### src/rtl/rect_fill_engine.sv
// Rectangle fill engine: streams one pixel per clock over a latched rectangle,
// solid or checkerboard, clipping anything that falls off the visible screen.
module rect_fill_engine #(
    parameter int SCREEN_W = 160,
    parameter int SCREEN_H = 120,
    parameter int X_W      = 8,
    parameter int Y_W      = 7,
    parameter int COLOR_W  = 3
) (
    input  logic               clk,
    input  logic               reset,
    input  logic               start,
    input  logic [X_W-1:0]     xOrigin,
    input  logic [Y_W-1:0]     yOrigin,
    input  logic [X_W-1:0]     rectW,
    input  logic [Y_W-1:0]     rectH,
    input  logic               mode,
    input  logic [COLOR_W-1:0] colorA,
    input  logic [COLOR_W-1:0] colorB,
    output logic [X_W-1:0]     xOut,
    output logic [Y_W-1:0]     yOut,
    output logic [COLOR_W-1:0] colorOut,
    output logic               plot,
    output logic               busy,
    output logic               done
);

    typedef enum logic [1:0] {
        S_IDLE = 2'd0,
        S_RUN  = 2'd1,
        S_DONE = 2'd2
    } state_t;

    localparam logic [X_W:0]   LP_SCREEN_W = (X_W+1)'(SCREEN_W);
    localparam logic [Y_W:0]   LP_SCREEN_H = (Y_W+1)'(SCREEN_H);
    localparam logic [X_W-1:0] LP_X_ONE    = {{(X_W-1){1'b0}}, 1'b1};
    localparam logic [Y_W-1:0] LP_Y_ONE    = {{(Y_W-1){1'b0}}, 1'b1};

    state_t               r_state;
    state_t               w_state_nxt;

    logic [X_W-1:0]       r_x0;
    logic [Y_W-1:0]       r_y0;
    logic [X_W-1:0]       r_w;
    logic [Y_W-1:0]       r_h;
    logic                 r_mode;
    logic [COLOR_W-1:0]   r_ca;
    logic [COLOR_W-1:0]   r_cb;

    logic [X_W-1:0]       r_cx;
    logic [Y_W-1:0]       r_cy;
    logic [X_W-1:0]       r_xout;
    logic [Y_W-1:0]       r_yout;
    logic [COLOR_W-1:0]   r_col;
    logic                 r_plot;
    logic                 r_busy;
    logic                 r_done;

    logic [X_W-1:0]       w_cx_nxt;
    logic [Y_W-1:0]       w_cy_nxt;
    logic [X_W-1:0]       w_xout_nxt;
    logic [Y_W-1:0]       w_yout_nxt;
    logic [COLOR_W-1:0]   w_col_nxt;
    logic                 w_plot_nxt;
    logic                 w_busy_nxt;
    logic                 w_done_nxt;
    logic                 w_latch;

    logic [X_W:0]         w_xsum;
    logic [Y_W:0]         w_ysum;
    logic                 w_cx_last;
    logic                 w_cy_last;

    function automatic logic [COLOR_W-1:0] pix_color(
        input logic               m,
        input logic               odd,
        input logic [COLOR_W-1:0] ca,
        input logic [COLOR_W-1:0] cb
    );
        return (m && odd) ? cb : ca;
    endfunction

    // Sums are one bit wider than the coordinates so overflow past the screen
    // edge is still seen as off-screen instead of wrapping back on.
    function automatic logic on_screen(
        input logic [X_W:0] xs,
        input logic [Y_W:0] ys
    );
        return (xs < LP_SCREEN_W) && (ys < LP_SCREEN_H);
    endfunction

    assign w_xsum    = {1'b0, r_x0} + {1'b0, r_cx};
    assign w_ysum    = {1'b0, r_y0} + {1'b0, r_cy};
    assign w_cx_last = (r_cx == (r_w - LP_X_ONE));
    assign w_cy_last = (r_cy == (r_h - LP_Y_ONE));

    always_ff @(posedge clk) begin
        if (reset) begin
            r_state <= S_IDLE;
            r_cx    <= '0;
            r_cy    <= '0;
            r_xout  <= '0;
            r_yout  <= '0;
            r_col   <= '0;
            r_plot  <= 1'b0;
            r_busy  <= 1'b0;
            r_done  <= 1'b0;
        end else begin
            r_state <= w_state_nxt;
            r_cx    <= w_cx_nxt;
            r_cy    <= w_cy_nxt;
            r_xout  <= w_xout_nxt;
            r_yout  <= w_yout_nxt;
            r_col   <= w_col_nxt;
            r_plot  <= w_plot_nxt;
            r_busy  <= w_busy_nxt;
            r_done  <= w_done_nxt;
        end
    end

    // Rectangle parameters are only consumed while busy, so they need no reset.
    always_ff @(posedge clk) begin
        if (w_latch) begin
            r_x0   <= xOrigin;
            r_y0   <= yOrigin;
            r_w    <= rectW;
            r_h    <= rectH;
            r_mode <= mode;
            r_ca   <= colorA;
            r_cb   <= colorB;
        end
    end

    always_comb begin
        w_state_nxt = r_state;
        w_cx_nxt    = r_cx;
        w_cy_nxt    = r_cy;
        w_xout_nxt  = r_xout;
        w_yout_nxt  = r_yout;
        w_col_nxt   = r_col;
        w_plot_nxt  = 1'b0;
        w_busy_nxt  = 1'b0;
        w_done_nxt  = 1'b0;
        w_latch     = 1'b0;

        case (r_state)
            S_IDLE: begin
                if (start) begin
                    w_latch    = 1'b1;
                    w_cx_nxt   = '0;
                    w_cy_nxt   = '0;
                    w_busy_nxt = 1'b1;
                    if ((rectW == '0) || (rectH == '0))
                        w_state_nxt = S_DONE;
                    else
                        w_state_nxt = S_RUN;
                end
            end

            S_RUN: begin
                w_busy_nxt = 1'b1;
                w_xout_nxt = w_xsum[X_W-1:0];
                w_yout_nxt = w_ysum[Y_W-1:0];
                w_col_nxt  = pix_color(r_mode, r_cx[0] ^ r_cy[0], r_ca, r_cb);
                w_plot_nxt = on_screen(w_xsum, w_ysum);
                if (!w_cx_last) begin
                    w_cx_nxt = r_cx + LP_X_ONE;
                end else begin
                    w_cx_nxt = '0;
                    if (!w_cy_last)
                        w_cy_nxt = r_cy + LP_Y_ONE;
                    else
                        w_state_nxt = S_DONE;
                end
            end

            S_DONE: begin
                w_busy_nxt  = 1'b1;
                w_done_nxt  = 1'b1;
                w_state_nxt = S_IDLE;
            end

            default: begin
                w_state_nxt = S_IDLE;
            end
        endcase
    end

    assign xOut     = r_xout;
    assign yOut     = r_yout;
    assign colorOut = r_col;
    assign plot     = r_plot;
    assign busy     = r_busy;
    assign done     = r_done;

endmodule

### config.mk
export PLATFORM = sky130hd
export DESIGN_NAME = rect_fill_engine
export DESIGN_NICKNAME = d
export VERILOG_FILES = /design/src/rtl/rect_fill_engine.sv
export SDC_FILE = /design/constraint.sdc
export NUM_CORES = 1
export LEC_CHECK = 0
export BUFFER_PORTS_ARGS = -buffer_cell sky130_fd_sc_hd__buf_4
export CAP_MARGIN = 40
export CORE_MARGIN = 4
export CORE_UTILIZATION = 55
export DETAILED_ROUTE_END_ITERATION = 8
export GPL_TIMING_DRIVEN = 0
export PLACE_DENSITY = 0.78
export SLEW_MARGIN = 20
export SYNTH_ARGS = -nofsm -noshare
export SYNTH_HDL_FRONTEND = slang
export SYNTH_SLANG_ARGS = --single-unit
### constraint.sdc
create_clock -name clk -period 6.61 [get_ports clk]
set_input_delay 0.661 -clock clk [delete_from_list [all_inputs] [get_ports clk]]
set_output_delay 0.661 -clock clk [all_outputs]
set_load 0.01 [all_outputs]
* Yosys cells after proc, flatten, opt, wreduce, memory -nomap -nowiden *
Index checks and enable logic that the tools add are counted.
Widths: inputs -> output; s select.

cells by class
  add/subtract/negate cells = 6
  magnitude comparators = 2
  equality and inequality tests = 8
  multiplexer cells = 17
  bitwise logic cells = 2
  reduce and logical (&&, ||, !) cells = 12

operators with widths
  operator             number
  $mux 7               3
  $mux 8               2
  $pmux 8 s2           1
  $pmux 7 s2           1
  $add 8x8->9          1
  $lt 9x8->1 const B   1
  $add 7x7->8          1
  $add 8x1->8 const B  1
  $eq 8x8->1           1
  $logic_not 8->1      1
  $lt 8x7->1 const B   1
  $mux 2               4
  $ne 2x2->1 const B   4
  $sub 8x1->8 const B  1
  $add 7x1->7 const B  1
  $eq 7x7->1           1
  $logic_not 7->1      1
  $sub 7x1->7 const B  1
  $pmux 2 s2           1
  $reduce_and 4->1     1
  $reduce_or 2->1      2
  $mux 1               3
  $mux 3               1
  $reduce_and 3->1     1
  other kinds (10)     11

storage, ports and cells
  register bits = 75
  input port bits = 40
  output and inout bits = 21
  logic and storage cells = 63

* Logic depth before layout (Yosys ltp) *
  depth in word-level cells = 5
  depth in mapped cells = 10
  depth with buffers taken out = 10

* Worst setup path before layout *
Ideal clock, no wire load.

  kind = reg2reg
  from = register r_w[0]
  to = register r_cy[0]
  library setup time = 0.072 ns
  data arrival time = 2.102 ns
  required time = 6.538 ns
  path slack = 4.436 ns
  stages on the path, launching flop included = 10
  path buffers = 0
  clock period less this slack = 2.174 ns
  cells stage by stage = edfxtp_1 > inv_1 > ha_1 > xor2_1 > nand2_1 > a311oi_1 > o2111ai_2 > o21bai_2 > a21oi_1 > mux2i_1

between the ends
  cells in the longest elaborated chain, start to end = 4

RTL lines
  what                               line  source
  from (decl)                        44    logic [X_W-1:0] r_w;
  from (signal assigned)             126   r_w <= rectW;
  $sub 8x1->8                        94    assign w_cx_last = (r_cx == (r_w - LP_X_ONE));
  $eq 8x8->1                         94
  $ne 2x2->1 (no source line)        -
  $reduce_and 4->1 (no source line)  -
  to (signal assigned)               111   r_cy <= w_cy_nxt;
  to (decl)                          51    logic [Y_W-1:0] r_cy;

Every way passes these cells.
A chain may end at the register's enable or synchronous reset.

* Final worst setup path *
  from = register r_cx[1]
  to = register r_plot, in the netlist plot

between the ends
  cells in the longest elaborated chain, start to end = 3

RTL lines
  what                    line  source
  from (decl)             50    logic [X_W-1:0] r_cx;
  from (signal assigned)  110   r_cx <= w_cx_nxt;
  $add 8x8->9             92    assign w_xsum = {1'b0, r_x0} + {1'b0, r_cx};
  $lt 9x8->1              89    return (xs < LP_SCREEN_W) && (ys < LP_SCREEN_H);
  $logic_and 1x1->1       89
  to (signal assigned)    115   r_plot <= w_plot_nxt;
  to (decl)               55    logic r_plot;

Every way passes these cells.

==> results.toml <==
[worst_setup_path]
crit_buf_inv = 0
worstPathArrival_ps = 2750
slowest_delay_ps = 510
cp_max_fo = 8
cpMaxStageDelayCell = "dfxtp_1"
startpoint_type = "register"
crit_type = "register to register"
cp.required_ps = 6840
cp-end-kind = "register"
crit_family = "compound AO/OA/AOI/OAI gates"
crit_chain = "ha_1, a21o_1, a21oi_1, o21ai_0, a2111oi_0, nor3_1, xnor2_1, o211a_1"

[clock_tree]
cts_setup_buffers = 0
cts_hold_buf = 0
clkLatencyLatePin_ps = 340
cts_max_level = 3
clock-sinks = 75
root_buffer = "clkbuf_8"
cts_tree = "built"
cts-resized-gates = 0
clkTransAtPathRegs_ps = 70
clock_path_buffers = 2
cts_buffers = 9

[yosys]
synth_cells = 356
synth-edff-count = 37
ys_ff_latch = 75
synth_top_cell_area_share_pct = 29.1
yosysUniqueCellTypes = 59
synth_seq_area_share_pct = 49.1
synth_area_leaders = "edfxtp_1 (29%), dfxtp_1 (20%), ha_1 (7.5%), mux2i_1 (4.7%), xnor2_1 (4.1%)"
synth_largest_area_cell = "edfxtp_1"
syn_area_sq_mm = 0.00381
syn_nets = 421
postSynthAreaPerCell_sq_um = 10.7
ys_warn_count = 0
async_reset_ff_share_pct = 0
synth-main-ff-cell = "dfxtp_1"

[grt]
grt_max_degree = 39
antenna_found_initial = 0
grt_pass1_wl_mm = 13.7
globalRouteTotalUtil_pct = 20.8
gr-total-overflow = 0
grt_pass1_vias = 2943

[place]
place_congestion = 0.797
io_buffers = 59
dpl.hpwl_mm = 6.15

[sta]
final_max_slew_viol_count = 0
tightest_slew_ps = 717
hold_violations = 0
relSlewSlack_pct = 52.2
setup_viol = 0
tns_ps = 0
skew_ps = 7.17
fin_crit_sh_pct = 38.0
period_needed_ps = 2510
fmax_mhz = 398
rsz0062_at_grt = "false"

[layout]
fin_nets = 492
diodes = 0
synthToLayoutAreaGrowth_pct = 19.0
fin_util_pct = 67.2
drive_gt1_share_pct = 19.9

[job]
max_cap_viol_count = 0

[route]
dr_total_vias = 2920
route.detailed.drc = 0
antenna_left = 0
drt-total-wl_mm = 8.12
routed_via_density = 5.70
drt-initial-drc-count = 132
first_pass_iters = 4
wl_per_cell_um = 15.9

[floorplanning]
placementRows = 30
core_area_sq_mm = 0.00676
fp.dieArea_sq_mm = 0.00833
io_pins = 61
initial_utilization_pct = 56.4
die_height_um = 91.3
die_w_um = 91.3

[power_and_ir_drop]
vdd_drop_max_mv = 0.151
powerDensity_mw_per_mm2 = 231
leakagePower_nw = 1.85

[worst_hold_path]
holdCritPathClass = "register to register"

[status]
status = "complete, no violations"
-- worst reg2reg max path: stages (launching register included) --
cell and delay, ps:
dfxtp_1 510, ha_1 300, a21o_1 180, a21oi_1 200, o21ai_0 140, a2111oi_0 490
nor3_1 160, xnor2_1 180, o211a_1 240
-- metrics by stage --
step / hold slack (ps) / area (sq um) / setup slack [ps] / power (W) / cells
final: 484 / 4540 / 4100 / 0.00105 / 512
after detailed placement: 472 / 4360 / 4130 / 0.000764 / 495
after floorplan: 472 / 3810 / 4440 / 0.000688 / 356
after global routing: 455 / 4540 / 3870 / 0.00111 / 512
after global placement: 470 / 4360 / 4200 / 0.000756 / 495
after CTS: 479 / 4510 / 4110 / 0.00105 / 511
-- final cells by class --
class,instances,area (sq um)
clock buffers,12,135
repair buffers,60,470
plain buffers,10,40.0
clock inverters,4,18.8
fillers,541,2220
inverters,16,60.1
well taps,80,100
multi-input cells,255,1840
flip-flops and latches,75,1870
-- synth_stat cells (2+ instances only) --
library cell / count
nand2b_1: 4
o21a_1: 2
mux2i_1: 18
and3b_1: 2
or4b_1: 2
a21oi_1: 21
a21o_1: 4
a2111oi_0: 2
nor2_1: 31
nand4b_1: 2
o21ai_0: 8
nand4_1: 8
ha_1: 23
a211oi_1: 8
nand2_1: 21
nor3_1: 9
buf_2: 2
nor2b_1: 5
buf_1: 3
fa_1: 2
nor4_1: 3
clkbuf_1: 5
xnor2_1: 18
xor2_1: 12
edfxtp_1: 37
or3_1: 8
inv_1: 16
o211ai_1: 3
dfxtp_1: 38
o21bai_1: 2
nand3_1: 6
and3_1: 3
a31oi_1: 2
-- layout by cell type (no fill, tap or decap), types with 3 or more instances in the layout --
cell type	Yosys	layout
a211oi_1	8	8
a21o_1	4	4
a21oi_1	21	21
and3_1	3	3
buf_1	3	3
buf_4	0	59
clkbuf_1	5	8
clkbuf_8	0	9
clkinv_2	0	3
dfxtp_1	38	38
edfxtp_1	37	37
ha_1	23	23
inv_1	16	15
mux2i_1	18	18
nand2_1	21	21
nand2b_1	4	4
nand3_1	6	6
nand4_1	8	8
nor2_1	31	31
nor2b_1	5	5
nor3_1	9	9
nor4_1	3	3
o211ai_1	3	3
o21ai_0	8	8
or3_1	8	8
xnor2_1	18	18
xor2_1	12	12
-- routing by layer --
| metal | routed length [um] | vias up | GRT usage [%] |
|---|---|---|---|
| li1 | - | 1443 | - |
| met1 | 3440 | 1397 | 24.4 |
| met2 | 4170 | 68 | 35.8 |
| met3 | 360 | 12 | 5.88 |
| met4 | 142 | 0 | 8.04 |
| met5 | 0 | - | 0 |
-- path summary, 6_finish.rpt --
| path | cells after the start | slack, ps | end | startpoint |
|---|---|---|---|---|
| max reg2reg | 8 | 4100 | plot$_SDFF_PP0_ | r_cx[1]$_SDFFE_PP0P_ |
| max | 8 | 4100 | plot$_SDFF_PP0_ | r_cx[1]$_SDFFE_PP0P_ |
| min reg2reg | 2 | 480 | xOut[6]$_SDFFE_PP0P_ | xOut[6]$_SDFFE_PP0P_ |
| min | 2 | 480 | xOut[6]$_SDFFE_PP0P_ | xOut[6]$_SDFFE_PP0P_ |
-- logic make-up (layout without fill, tap and decap cells) --
kind of cell | after synthesis | in the layout | share of synthesized area, %
adders and majority gates | 25 | 25 | 8.60
buffers and inverters | 26 | 102 | 2.62
AOI/OAI and AO/OA | 67 | 67 | 11.9
and+or+nand+nor | 115 | 115 | 16.2
DFF | 75 | 75 | 49.1
xor gates and xnor gates | 30 | 30 | 6.89
muxes | 18 | 18 | 4.72
-- power by group --
group          switching [W]  internal (W)  leakage [nW]
Combinational       0.000109     0.0000914          1.10
Clock               0.000157      0.000134        0.0816
Sequential         0.0000247      0.000533         0.662
Total               0.000291      0.000758          1.85
-- registers in the layout, indices dropped and copies added, names as in the netlist, 2 cells and up --
register	count
r_y0	7
r_x0	8
yOut	7
r_cy	7
r_ca	3
xOut	8
colorOut	3
r_cb	3
r_w	8
r_state	2
r_cx	8
r_h	7
Note: power is estimated with default switching activity, not from simulation.
